## src/rtl/qam_frame_buffer_ctrl.sv

```systemverilog
// Frame buffer between the hard-decision QAM demapper and the host: captures symbols
// into a FIFO, flags complete frames and streams them out under host read control.
module qam_frame_buffer_ctrl #(
    parameter int SYM_W     = 4,
    parameter int DEPTH     = 16,
    parameter int FRAME_LEN = 8
) (
    input  logic                         dclk,
    input  logic                         reset,
    input  logic                         enable,
    input  logic                         sym_valid,
    input  logic [SYM_W-1:0]             sym_data,
    input  logic                         read_enable,
    output logic [SYM_W-1:0]             rd_data,
    output logic                         rd_valid,
    output logic                         available,
    output logic                         complete,
    output logic [$clog2(DEPTH+1)-1:0]   level,
    output logic [15:0]                  drop_cnt
);

    localparam int PTR_W = $clog2(DEPTH);
    localparam int LVL_W = $clog2(DEPTH + 1);
    localparam int CNT_W = $clog2(FRAME_LEN + 1);

    localparam logic [LVL_W-1:0] LVL_FULL  = LVL_W'(DEPTH);
    localparam logic [LVL_W-1:0] LVL_FRAME = LVL_W'(FRAME_LEN);
    localparam logic [CNT_W-1:0] CNT_FRAME = CNT_W'(FRAME_LEN);
    localparam logic [CNT_W-1:0] CNT_LAST  = CNT_W'(FRAME_LEN - 1);

    typedef enum logic [1:0] {
        ST_IDLE,
        ST_RECEIVE,
        ST_READY,
        ST_READOUT
    } state_t;

    state_t             state_q, state_d;
    logic [PTR_W-1:0]   wr_ptr_q, wr_ptr_d;
    logic [PTR_W-1:0]   rd_ptr_q, rd_ptr_d;
    logic [LVL_W-1:0]   level_q, level_d;
    logic [CNT_W-1:0]   frame_cnt_q, frame_cnt_d;
    logic [15:0]        drop_cnt_q, drop_cnt_d;
    logic               rd_valid_q, rd_valid_d;
    logic               available_q, available_d;
    logic               complete_q, complete_d;
    logic [SYM_W-1:0]   rd_data_q;

    logic [SYM_W-1:0]   mem [DEPTH];

    logic               full;
    logic               empty;
    logic               active;
    logic               wr_en;
    logic               drop;
    logic               pop;

    // Full/empty come from the registered level, so a same-cycle pop never frees a slot.
    assign full   = (level_q == LVL_FULL);
    assign empty  = (level_q == '0);
    assign active = enable && (state_q != ST_IDLE);
    assign wr_en  = active && sym_valid && !full;
    assign drop   = active && sym_valid && full;
    assign pop    = enable && (state_q == ST_READOUT) && read_enable
                    && (frame_cnt_q < CNT_FRAME) && !empty;

    always_comb begin
        state_d     = state_q;
        wr_ptr_d    = wr_ptr_q;
        rd_ptr_d    = rd_ptr_q;
        level_d     = level_q;
        frame_cnt_d = frame_cnt_q;
        drop_cnt_d  = drop_cnt_q;
        complete_d  = 1'b0;
        rd_valid_d  = pop;

        if (wr_en) begin
            wr_ptr_d = wr_ptr_q + PTR_W'(1);
        end
        if (pop) begin
            rd_ptr_d = rd_ptr_q + PTR_W'(1);
        end
        case ({wr_en, pop})
            2'b10:   level_d = level_q + LVL_W'(1);
            2'b01:   level_d = level_q - LVL_W'(1);
            default: level_d = level_q;
        endcase

        if (drop && (drop_cnt_q != 16'hFFFF)) begin
            drop_cnt_d = drop_cnt_q + 16'd1;
        end

        case (state_q)
            ST_IDLE: begin
                if (enable) begin
                    state_d = ST_RECEIVE;
                end
            end
            ST_RECEIVE: begin
                if (level_d >= LVL_FRAME) begin
                    state_d = ST_READY;
                end
            end
            ST_READY: begin
                if (read_enable) begin
                    frame_cnt_d = '0;
                    state_d     = ST_READOUT;
                end
            end
            ST_READOUT: begin
                if (pop) begin
                    frame_cnt_d = frame_cnt_q + CNT_W'(1);
                    if (frame_cnt_q == CNT_LAST) begin
                        complete_d = 1'b1;
                        state_d    = (level_d >= LVL_FRAME) ? ST_READY : ST_RECEIVE;
                    end
                end
            end
            default: state_d = ST_IDLE;
        endcase

        // Disabling flushes the FIFO but keeps the drop history for the host.
        if (!enable) begin
            state_d     = ST_IDLE;
            wr_ptr_d    = '0;
            rd_ptr_d    = '0;
            level_d     = '0;
            frame_cnt_d = '0;
            complete_d  = 1'b0;
            rd_valid_d  = 1'b0;
        end
    end

    assign available_d = (state_d == ST_READY) || (state_d == ST_READOUT);

    always_ff @(posedge dclk) begin
        if (reset) begin
            state_q     <= ST_IDLE;
            wr_ptr_q    <= '0;
            rd_ptr_q    <= '0;
            level_q     <= '0;
            frame_cnt_q <= '0;
            drop_cnt_q  <= '0;
            rd_valid_q  <= 1'b0;
            available_q <= 1'b0;
            complete_q  <= 1'b0;
        end else begin
            state_q     <= state_d;
            wr_ptr_q    <= wr_ptr_d;
            rd_ptr_q    <= rd_ptr_d;
            level_q     <= level_d;
            frame_cnt_q <= frame_cnt_d;
            drop_cnt_q  <= drop_cnt_d;
            rd_valid_q  <= rd_valid_d;
            available_q <= available_d;
            complete_q  <= complete_d;
        end
    end

    // Symbol storage kept reset-free with a registered read port so it maps to block RAM.
    always_ff @(posedge dclk) begin
        if (wr_en) begin
            mem[wr_ptr_q] <= sym_data;
        end
    end

    always_ff @(posedge dclk) begin
        if (reset) begin
            rd_data_q <= '0;
        end else if (pop) begin
            rd_data_q <= mem[rd_ptr_q];
        end
    end

    assign rd_data   = rd_data_q;
    assign rd_valid  = rd_valid_q;
    assign available = available_q;
    assign complete  = complete_q;
    assign level     = level_q;
    assign drop_cnt  = drop_cnt_q;

endmodule

```

## config.mk

```make
export PLATFORM = sky130hd
export DESIGN_NAME = qam_frame_buffer_ctrl
export DESIGN_NICKNAME = d
export VERILOG_FILES = /design/src/rtl/qam_frame_buffer_ctrl.sv
export SDC_FILE = /design/constraint.sdc
export NUM_CORES = 1
export LEC_CHECK = 0
export BUFFER_PORTS_ARGS = -buffer_cell sky130_fd_sc_hd__buf_4
export CELL_PAD_IN_SITES_DETAIL_PLACEMENT = 1
export CELL_PAD_IN_SITES_GLOBAL_PLACEMENT = 1
export CORE_MARGIN = 3
export CORE_UTILIZATION = 52
export DETAILED_ROUTE_END_ITERATION = 10
export GPL_ROUTABILITY_DRIVEN = 1
export PLACE_DENSITY_LB_ADDON = 0.3
export RECOVER_POWER = 25
export SLEW_MARGIN = 20
export SYNTH_ARGS = -nofsm -noshare
export SYNTH_HDL_FRONTEND = slang
export SYNTH_SLANG_ARGS = --single-unit
export TNS_END_PERCENT = 5
```

## constraint.sdc

```tcl
create_clock -name dclk -period 9.8 [get_ports dclk]
set_input_delay 2.45 -clock dclk [delete_from_list [all_inputs] [get_ports dclk]]
set_output_delay 2.45 -clock dclk [all_outputs]
set_load 0.05 [all_outputs]
```

==> reports/summary.txt, run 1 <==
DRC - 0
Crit path required time - 10070 ps
area share of the largest cell type after synthesis - 42.7%
Fill cells - 825
drt pass-1 iters - 4
Yosys top cell by area - edfxtp_1
critical path, cell by cell - buf_4, and4b_1, o21ai_0, or2_2, inv_1, ha_1, xor2_1, ha_1, nand3b_1, o21ai_0, a221oi_1, a32oi_1, a41o_1
worst skew pair latency - 370 ps
CP bufs+invs - 2
Psw - 0.159 mW
Die Ht - 99.1 um
via count - 2760
total power - 0.730 mW
I/O pin count - 37
status - finished clean
placed insts - 471
syn_area_per_cell - 13.0 um2
WHS - 465 ps
FP Rows - 33
main flop type after synthesis - edfxtp_1
CP max stage delay - 390 ps
number of antenna diodes - 0
relative slew slack - 39.5%
synthesized cell area - 4500 um2
unrepaired setup endpoints after global routing - false
HP Class - flop to flop
Area after DPL - 4830 um2
slowest CP cell - or2_2
crit path DAT - 5210 ps
register area share after synthesis - 61.3%
worst-case clock buffer depth - 2
die area - 9810 um2
Fin Clk Skew - 8.72 ps
Distinct cells, synth - 44
RD Place Congestion - 0.789
port bufs - 36
total wire length - 8810 um
Setup TNS - 0 ps
post-synthesis async set-or-reset flop share - 0%
startpoint types - input port
DR iter-0 viols - 84
register bit total from synthesis - 106
H-tree Lvls - 3
Die X - 99.1 um
Core ar. - 8300 um2
Period Utilization, post-route - 50.4%
final core utilization - 60.2%
max-cap viol count - 0
CTS tree - yes
Post-CTS Resized - 0
GRT Overall Usage - 19.4%
Clk pwr share - 33.6%
Logic pwr share - 1.7%
Final Cell Area - 5000 um2
Hold Vio Cnt, Final - 0
worst setup path class - input port to flop
min Tclk post-route - 4940 ps
vias per inst - 5.67
initial antenna violation count - 0
Routed Antenna Nets - 0
drt wl/cell - 18.1 um
largest net degree at the start of global routing - 25
P_int - 0.571 mW
Pwr per Cell Area - 146 nW/um2
kind of cell adding the most delay to the critical path - compound AO/OA/AOI/OAI gates
synthesis-to-finish area growth - 10.9%
first-pass GRT wire length - 14900 um
Root Buffer - clkbuf_8
# clock sinks - 106
post-DP HPWL - 6190 um
ratio of cells with drive above 1 in the final layout - 18.8%
EDFF count, synth - 64
Seq pwr share - 64.7%
grt total ovfl - 0
warnings from Yosys - 0
Area contributors post-synth - edfxtp_1, dfxtp_1, mux4_2
CTS Hold Buffers Added - 0
Total Nets Final - 396
Post-CTS Setup Bufs - 0
final instance count without filler cells - 487
Mapped Cells - 347
vias in the first global route - 2960
Max VDD drop - 0.000102 V
fin. max-slew vios - 0
commonest non-fill, non-tap cell in the layout - edfxtp_1
highest fanout seen on the critical path - 13
Inserted Clock Buffers - 9
commonest non-fill, non-tap cells in the layout - edfxtp_1, nor2_1, dfxtp_1, buf_4, nand2_1
sw frac - 21.8%
final setup fails - 0
syn_nets - 366
Starting Density - 54.3%
Leak - 1.66 nW
pre-CTS setup slack - 4460 ps
Worst Max-Slew Pin Slew - 907 ps
clk slew on worst S/H paths - 100 ps
Final WS setup - 4860 ps
Worst setup EP type - flop
Fmax achieved - 202 MHz
## flip-flops by register name (all words and copies together) (netlist names), 2 cells and up
signal and count:
level 5, state_q 2, wr_ptr_q 4, mem 64
frame_cnt_q 4, rd_data 4, rd_ptr_q 4, drop_cnt 16
## per-layer routing
metal	vias to the layer above	wire length, um	GRT usage (%)
met2	48	4510	33.4
met4	0	145	6.20
met1	1376	3840	24.2
met3	13	324	4.74
met5	-	0	0
li1	1323	-	-
## worst min-delay path, stage by stage (launching register included)
cell and delay [ps]:
dfxtp_1 320, nand2_1 50, a21oi_1 50
## power groups by stage
| stage | Sequential, mW | Combinational, mW | Clock, mW |
|---|---|---|---|
| 2_1_floorplan | 0.483 | 0.00499 | 0 |
| 3_3_place_gp | 0.483 | 0.0128 | 0 |
| 3_5_place_dp | 0.483 | 0.0136 | 0 |
| 4_1_cts | 0.472 | 0.0136 | 0.255 |
| 5_1_grt | 0.473 | 0.0143 | 0.270 |
| 6_report | 0.473 | 0.0126 | 0.245 |
## final timing paths
path | start | to | slack (ps) | cells after the start
setup / recovery | read_enable | available | 4860 | 13
hold reg to reg | rd_data[0] | rd_data[0] | 470 | 2
hold / removal | rd_data[0] | rd_data[0] | 470 | 2
setup reg to reg | level[1] | available | 6300 | 12
## cells by family (layout without fill, tap and decap cells)
kind of cell               Yosys count  after routing  share of synthesized area (%)
AOI/OAI and AO/OA                   34             34                           4.89
DFF                                106            106                           61.3
buffers and inverters               27             62                           2.50
and+or+nand+nor                    121            121                           12.8
xor gates and xnor gates            26             26                           5.06
adders and majority gates           10             10                           2.78
muxes                               23             23                           10.7
## Yosys cell counts (all sizes together), types with 6 or more instances
cell,instances
mux4,20
xnor2,9
o21ai,7
a21oi,12
xor2,17
or3,6
nand2,29
nand4,9
edfxtp,64
inv,9
nor2,50
clkbuf,11
dfxtp,42
nor3,6
buf,7
ha,10
## layout make-up
type	instances	area, um2	area share [%]
inverters	9	33.8	0.676
repair buffers	37	263	5.26
flip-flops and latches	106	2760	55.3
clock inverters	6	50.0	1.00
clock buffers	10	128	2.55
multi-input cells	214	1630	32.6
well taps	105	131	2.63
Note: power is estimated with default switching activity, not from simulation.
==> inputs of run 2 (changes only) <==
- CORE_UTILIZATION: 52 -> 44
- clock period: 9.8 -> 4 ns (I/O delays scaled with it)
==> run 2 against run 1 <==
Count of clock-buffer cells in the layout down 1. Flip-flop and latch count stayed put. Hold slack worse by 4.3 ps. Sequential share of layout area down 0.71 points. Largest power group unchanged. Combinational power rose by 150%. Clock power rose to 2.6 times the previous value. Utilization decreased by 8.9 points. Final cell count grew 6.2%. Design area is 1.3% higher. Sequential power rose by 150%. Setup slack got worse by 4200 ps. Critical path depth shrank 1. Largest cell class unchanged.
==> reports/summary.txt, run 2 (synthesized netlist as in run 1, its figures left out) <==
DR iter-0 viols - 172 (+100%)
Die Ht - 107 um (+8.2%)
commonest non-fill, non-tap cell in the layout - edfxtp_1
commonest non-fill, non-tap cells in the layout - edfxtp_1, nor2_1, dfxtp_1, buf_4, nand2_1
placed insts - 501 (+6.4%)
HP Class - flop to flop
# clock sinks - 106 (unchanged)
Fill cells - 1027 (+24%)
Core ar. - 9860 um2 (+19%)
unrepaired setup endpoints after global routing - false
fin. max-slew vios - 0 (unchanged)
Root Buffer - clkbuf_8
ratio of cells with drive above 1 in the final layout - 19.5% (+0.68 points)
Total Nets Final - 398 (+0.51%)
worst skew pair latency - 370 ps (about the same)
port bufs - 36 (unchanged)
I/O pin count - 37 (unchanged)
length of routed met2 wiring - 4760 um (+5.6%)
Leak - 1.68 nW (+1.1%)
Fin Clk Skew - 16.2 ps (+7.50 ps)
clk slew on worst S/H paths - 110 ps (about the same)
startpoint types - flop
post-DP HPWL - 6300 um (+1.7%)
WHS - 461 ps (-4.33 ps)
drt wl/cell - 17.5 um (-3.2%)
max FFs per register - 64 (unchanged)
highest fanout seen on the critical path - 10 (-3)
Starting Density - 45.7% (-8.6 points)
Setup TNS - 0 ps (unchanged)
die area - 11500 um2 (+17%)
Crit path required time - 4270 ps (-5800 ps)
RD Place Congestion - 0.732 (-7.3%)
worst setup path class - flop to flop
FP Rows - 36 (+9.1%)
final core utilization - 51.3% (-8.9 points)
min Tclk post-route - 3360 ps
largest net degree at the start of global routing - 25 (unchanged)
Inserted Clock Buffers - 9 (unchanged)
DRC - 0 (unchanged)
first-pass GRT wire length - 14800 um (-0.65%)
number of antenna diodes - 0 (unchanged)
Die X - 107 um (+8.2%)
status - finished clean
WL met3 - 273 um (-16%)
worst-case clock buffer depth - 2 (unchanged)
grt total ovfl - 0 (unchanged)
met1 WL - 3950 um (+2.9%)
max layer used - met4
relative slew slack - 41.7% (+2.2 points)
Routed Antenna Nets - 0 (unchanged)
H-tree Lvls - 3 (unchanged)
via count - 2739 (-0.76%)
GRT Overall Usage - 17.0% (-2.4 points)
vias in the first global route - 2858 (-3.4%)
final instance count without filler cells - 517 (+6.2%)
Worst setup EP type - flop
most flop-heavy register - mem
drt pass-1 iters - 4 (unchanged)
Post-CTS Setup Bufs - 0 (unchanged)
Final WS setup - 640 ps (-4220 ps)
synthesis-to-finish area growth - 12.4%
vias per inst - 5.30 (-6.5%)
final setup fails - 0 (unchanged)
CTS Hold Buffers Added - 0 (unchanged)
Fmax achieved - 298 MHz
initial antenna violation count - 0 (unchanged)
Period Utilization, post-route - 84.0%
max-cap viol count - 0 (unchanged)
Post-CTS Resized - 0 (unchanged)
Worst Max-Slew Pin Slew - 873 ps (-33.5 ps)
Hold Vio Cnt, Final - 0 (unchanged)
crit path DAT - 3630 ps (-1580 ps)
pre-CTS setup slack - 376 ps (-4080 ps)
Max VDD drop - 0.000219 V (+110%)
total wire length - 9060 um (+2.8%)
Pwr per Cell Area - 362 nW/um2 (+150%)
CTS tree - yes
-- run 2: changes by cell type in the layout (fill, tap and decap cells not counted), sizes merged --
cell and delta:
clkbuf -1, buf +2, inv +1
-- run 2: cell type report --
| class | instances | area [um2] | area share [%] |
|---|---|---|---|
| Timing Repair Buffer | 39 | 278 | 5.49 |
| Tap cell | 133 | 166 | 3.29 |
| Inverter | 9 | 33.8 | 0.667 |
| Clock buffer | 9 | 124 | 2.45 |
| Multi-Input combinational cell | 214 | 1630 | 32.2 |
| Clock inverter | 7 | 68.8 | 1.36 |
| Sequential cell | 106 | 2760 | 54.6 |
-- run 2: metrics by stage --
stage          instance area, um2  total power [mW]
3_5_place_dp                 4880              1.22
2_1_floorplan                4500              1.20
5_1_grt                      5060              1.90
4_1_cts                      5080              1.86
6_report                     5060              1.83
3_3_place_gp                 4880              1.21
-- run 2: power by group --
group / internal, mW / leakage (nW) / switching (mW)
Combinational: 0.00823 / 0.667 / 0.0230
Clock: 0.244 / 0.0984 / 0.399
Sequential: 1.16 / 0.914 / 0.00163
Total: 1.41 / 1.68 / 0.423
-- run 2: worst paths after layout --
check | start | to | slack (ps) | cells past startpoint
min | rd_data[1] | rd_data[1] | 460 | 2
max reg2reg | level[1] | available | 640 | 12
max | level[1] | available | 640 | 12
min reg2reg | rd_data[1] | rd_data[1] | 460 | 2
-- run 2: critical path, cell delays in order (launching register included) --
cell,delay (ps)
dfxtp_1,420
or4_4,560
o21ai_0,260
or2_2,290
inv_1,90
ha_1,270
xor2_1,170
ha_1,220
nand3b_1,80
o21ai_0,90
a221oi_1,340
a32oi_1,210
a41o_1,260
-- run 2: metal layers --
layer	track usage (%)	vias to the layer above
met4	4.38	0
met5	0	-
met3	4.15	6
li1	-	1326
met1	20.8	1374
met2	30.1	33
==> inputs of run 3 (changes only) <==
- clock period: 4 -> 3 ns (I/O delays scaled with it)
==> run 3 against run 2 <==
Sequential share of layout area decreased by 0.80 points. Utilization increased by 0.95 points. Clock skew increased by 0.85 ps. Count of clock-buffer cells in the layout unchanged. Clock power increased by 33%. Via count increased by 1.5%. Critical path depth decreased by 1. Final cell count increased by 0.77%. Design area increased by 1.9%. Die area unchanged. Largest cell class unchanged. Global-route usage about the same. Largest power group unchanged.
==> reports/summary.txt, run 3 (synthesized netlist as in run 1, its figures left out) <==
max FFs per register - 64 (unchanged)
Worst setup EP type - flop
Inserted Clock Buffers - 9 (unchanged)
final setup fails - 0 (unchanged)
total wire length - 9270 um (+2.4%)
max-cap viol count - 0 (unchanged)
worst-case clock buffer depth - 2 (unchanged)
Fin Clk Skew - 17.1 ps (+0.846 ps)
Fill cells - 1020 (-0.68%)
H-tree Lvls - 3 (unchanged)
GRT Overall Usage - 17.0% (about the same)
CP max stage delay - 580 ps (+20 ps)
Die Ht - 107 um (unchanged)
Setup TNS - 0 ps (unchanged)
HP Class - flop to flop
I/O pin count - 37 (unchanged)
min Tclk post-route - 2910 ps (-453 ps)
final core utilization - 52.3% (+0.95 points)
Pwr per Cell Area - 473 nW/um2 (+31%)
Final Cell Area - 5160 um2 (+1.9%)
WHS - 466 ps (+5.17 ps)
area of the multi-input gates - 1680 um2 (+3.2%)
grt total ovfl - 0 (unchanged)
worst skew pair latency - 370 ps (about the same)
slowest CP cell - or4_4
commonest non-fill, non-tap cell in the layout - edfxtp_1
Fmax achieved - 344 MHz (+16%)
DR iter-0 viols - 105 (-39%)
drt pass-1 iters - 4 (unchanged)
fin. max-slew vios - 0 (unchanged)
Starting Density - 45.7% (unchanged)
Leak - 1.70 nW (+1.0%)
CP bufs+invs - 2 (+1)
most flop-heavy register - mem
drt wl/cell - 17.8 um (+1.6%)
highest fanout seen on the critical path - 12 (+2)
startpoint types - flop
ratio of cells with drive above 1 in the final layout - 23.7% (+4.2 points)
number of antenna diodes - 0 (unchanged)
die area - 11500 um2 (unchanged)
CTS tree - yes
FP Rows - 36 (unchanged)
Total Nets Final - 402 (+1.0%)
Worst Max-Slew Pin Slew - 829 ps (-44.2 ps)
DRC - 0 (unchanged)
via count - 2779 (+1.5%)
total power - 2.44 mW (+33%)
relative slew slack - 44.7% (+3.0 points)
Crit path required time - 3310 ps (-960 ps)
Die X - 107 um (unchanged)
Routed Antenna Nets - 0 (unchanged)
largest net degree at the start of global routing - 25 (unchanged)
Hold Vio Cnt, Final - 0 (unchanged)
critical path, cell by cell - or4_4, o21ai_4, or2_4, inv_2, buf_4, ha_1, xor2_1, a221oi_2, nor2_1, o211ai_1, a41o_1
area taken by flip-flops and latches - 2770 um2 (+0.36%)
kind of cell adding the most delay to the critical path - compound AO/OA/AOI/OAI gates
crit path DAT - 3220 ps (-410 ps)
worst setup path class - flop to flop
status - finished clean
vias in the first global route - 2910 (+1.8%)
first-pass GRT wire length - 15000 um (+1.5%)
port bufs - 36 (unchanged)
Area after DPL - 4950 um2 (+1.4%)
clk slew on worst S/H paths - 100 ps (about the same)
# clock sinks - 106 (unchanged)
initial antenna violation count - 0 (unchanged)
Root Buffer - clkbuf_8
Period Utilization, post-route - 96.9% (+13 points)
CTS Hold Buffers Added - 0 (unchanged)
Core ar. - 9860 um2 (unchanged)
post-DP HPWL - 6540 um (+3.8%)
RD Place Congestion - 0.777 (+6.2%)
synthesis-to-finish area growth - 14.5%
Max VDD drop - 0.000276 V (+27%)
vias per inst - 5.33 (+0.68%)
commonest non-fill, non-tap cells in the layout - edfxtp_1, nor2_1, buf_4, dfxtp_1, nand2_1
[run 3: cell types whose count changed in the layout (fill, tap and decap cells not counted), sizes merged]
cell	before	now
inv	13	12
clkinvlp	0	3
buf	35	39
clkinv	3	1
[run 3: timing repair]
item | 4_1_cts | 5_1_grt
gates resized for setup | 0 | 5
setup buffers | 0 | 0
setup endpoints to repair | 0 | 3
[run 3: path summary, 6_finish.rpt]
check | slack (ps) | endpoint | cells after the start | start
max | 90 | available | 11 | level[0]
min | 470 | rd_data[0] | 2 | rd_data[0]
max reg2reg | 90 | available | 11 | level[0]
min reg2reg | 470 | rd_data[0] | 2 | rd_data[0]
[run 3: layout make-up]
class,instances,share of cell area (%)
timing repair buffer,43,5.97
multi-input combinational,214,32.6
inverter,9,0.655
sequential,106,53.8
clock inverter,7,1.36
clock buffer,9,2.40
tap,133,3.23
[run 3: per-stage QoR]
| stage | setup WS, ps | cells |
|---|---|---|
| 6_report | 93.3 | 521 |
| 5_1_grt | -11.2 | 521 |
| 4_1_cts | 78.7 | 521 |
| 3_5_place_dp | -22.9 | 505 |
| 3_3_place_gp | 120 | 505 |
| 2_1_floorplan | -68.6 | 347 |
[run 3: where the power goes]
| group | internal [mW] | switching [mW] | total, mW | leakage (nW) |
|---|---|---|---|---|
| registers | 1.54 | 0.00231 | 1.54 | 0.916 |
| clock network | 0.323 | 0.529 | 0.853 | 0.0887 |
| logic | 0.0119 | 0.0318 | 0.0438 | 0.691 |
[run 3: metal layers]
layer | part of all wire (%) | up-vias | GRT usage [%]
li1 | - | 1336 | -
met1 | 44 | 1381 | 21.5
met2 | 51 | 52 | 29.4
met3 | 3.5 | 10 | 4.03
met4 | 1.3 | 0 | 4.11
met5 | 0 | - | 0
[run 3: worst register-to-register path, delay by kind of cell, from the launching register on]
family | cells | cell delay (ps)
adders and majority gates | 1 | 280
xor gates and xnor gates | 1 | 200
AOI/OAI and AO/OA | 4 | 940
buffers and inverters | 2 | 220
DFF | 1 | 370
and+or+nand+nor | 3 | 850
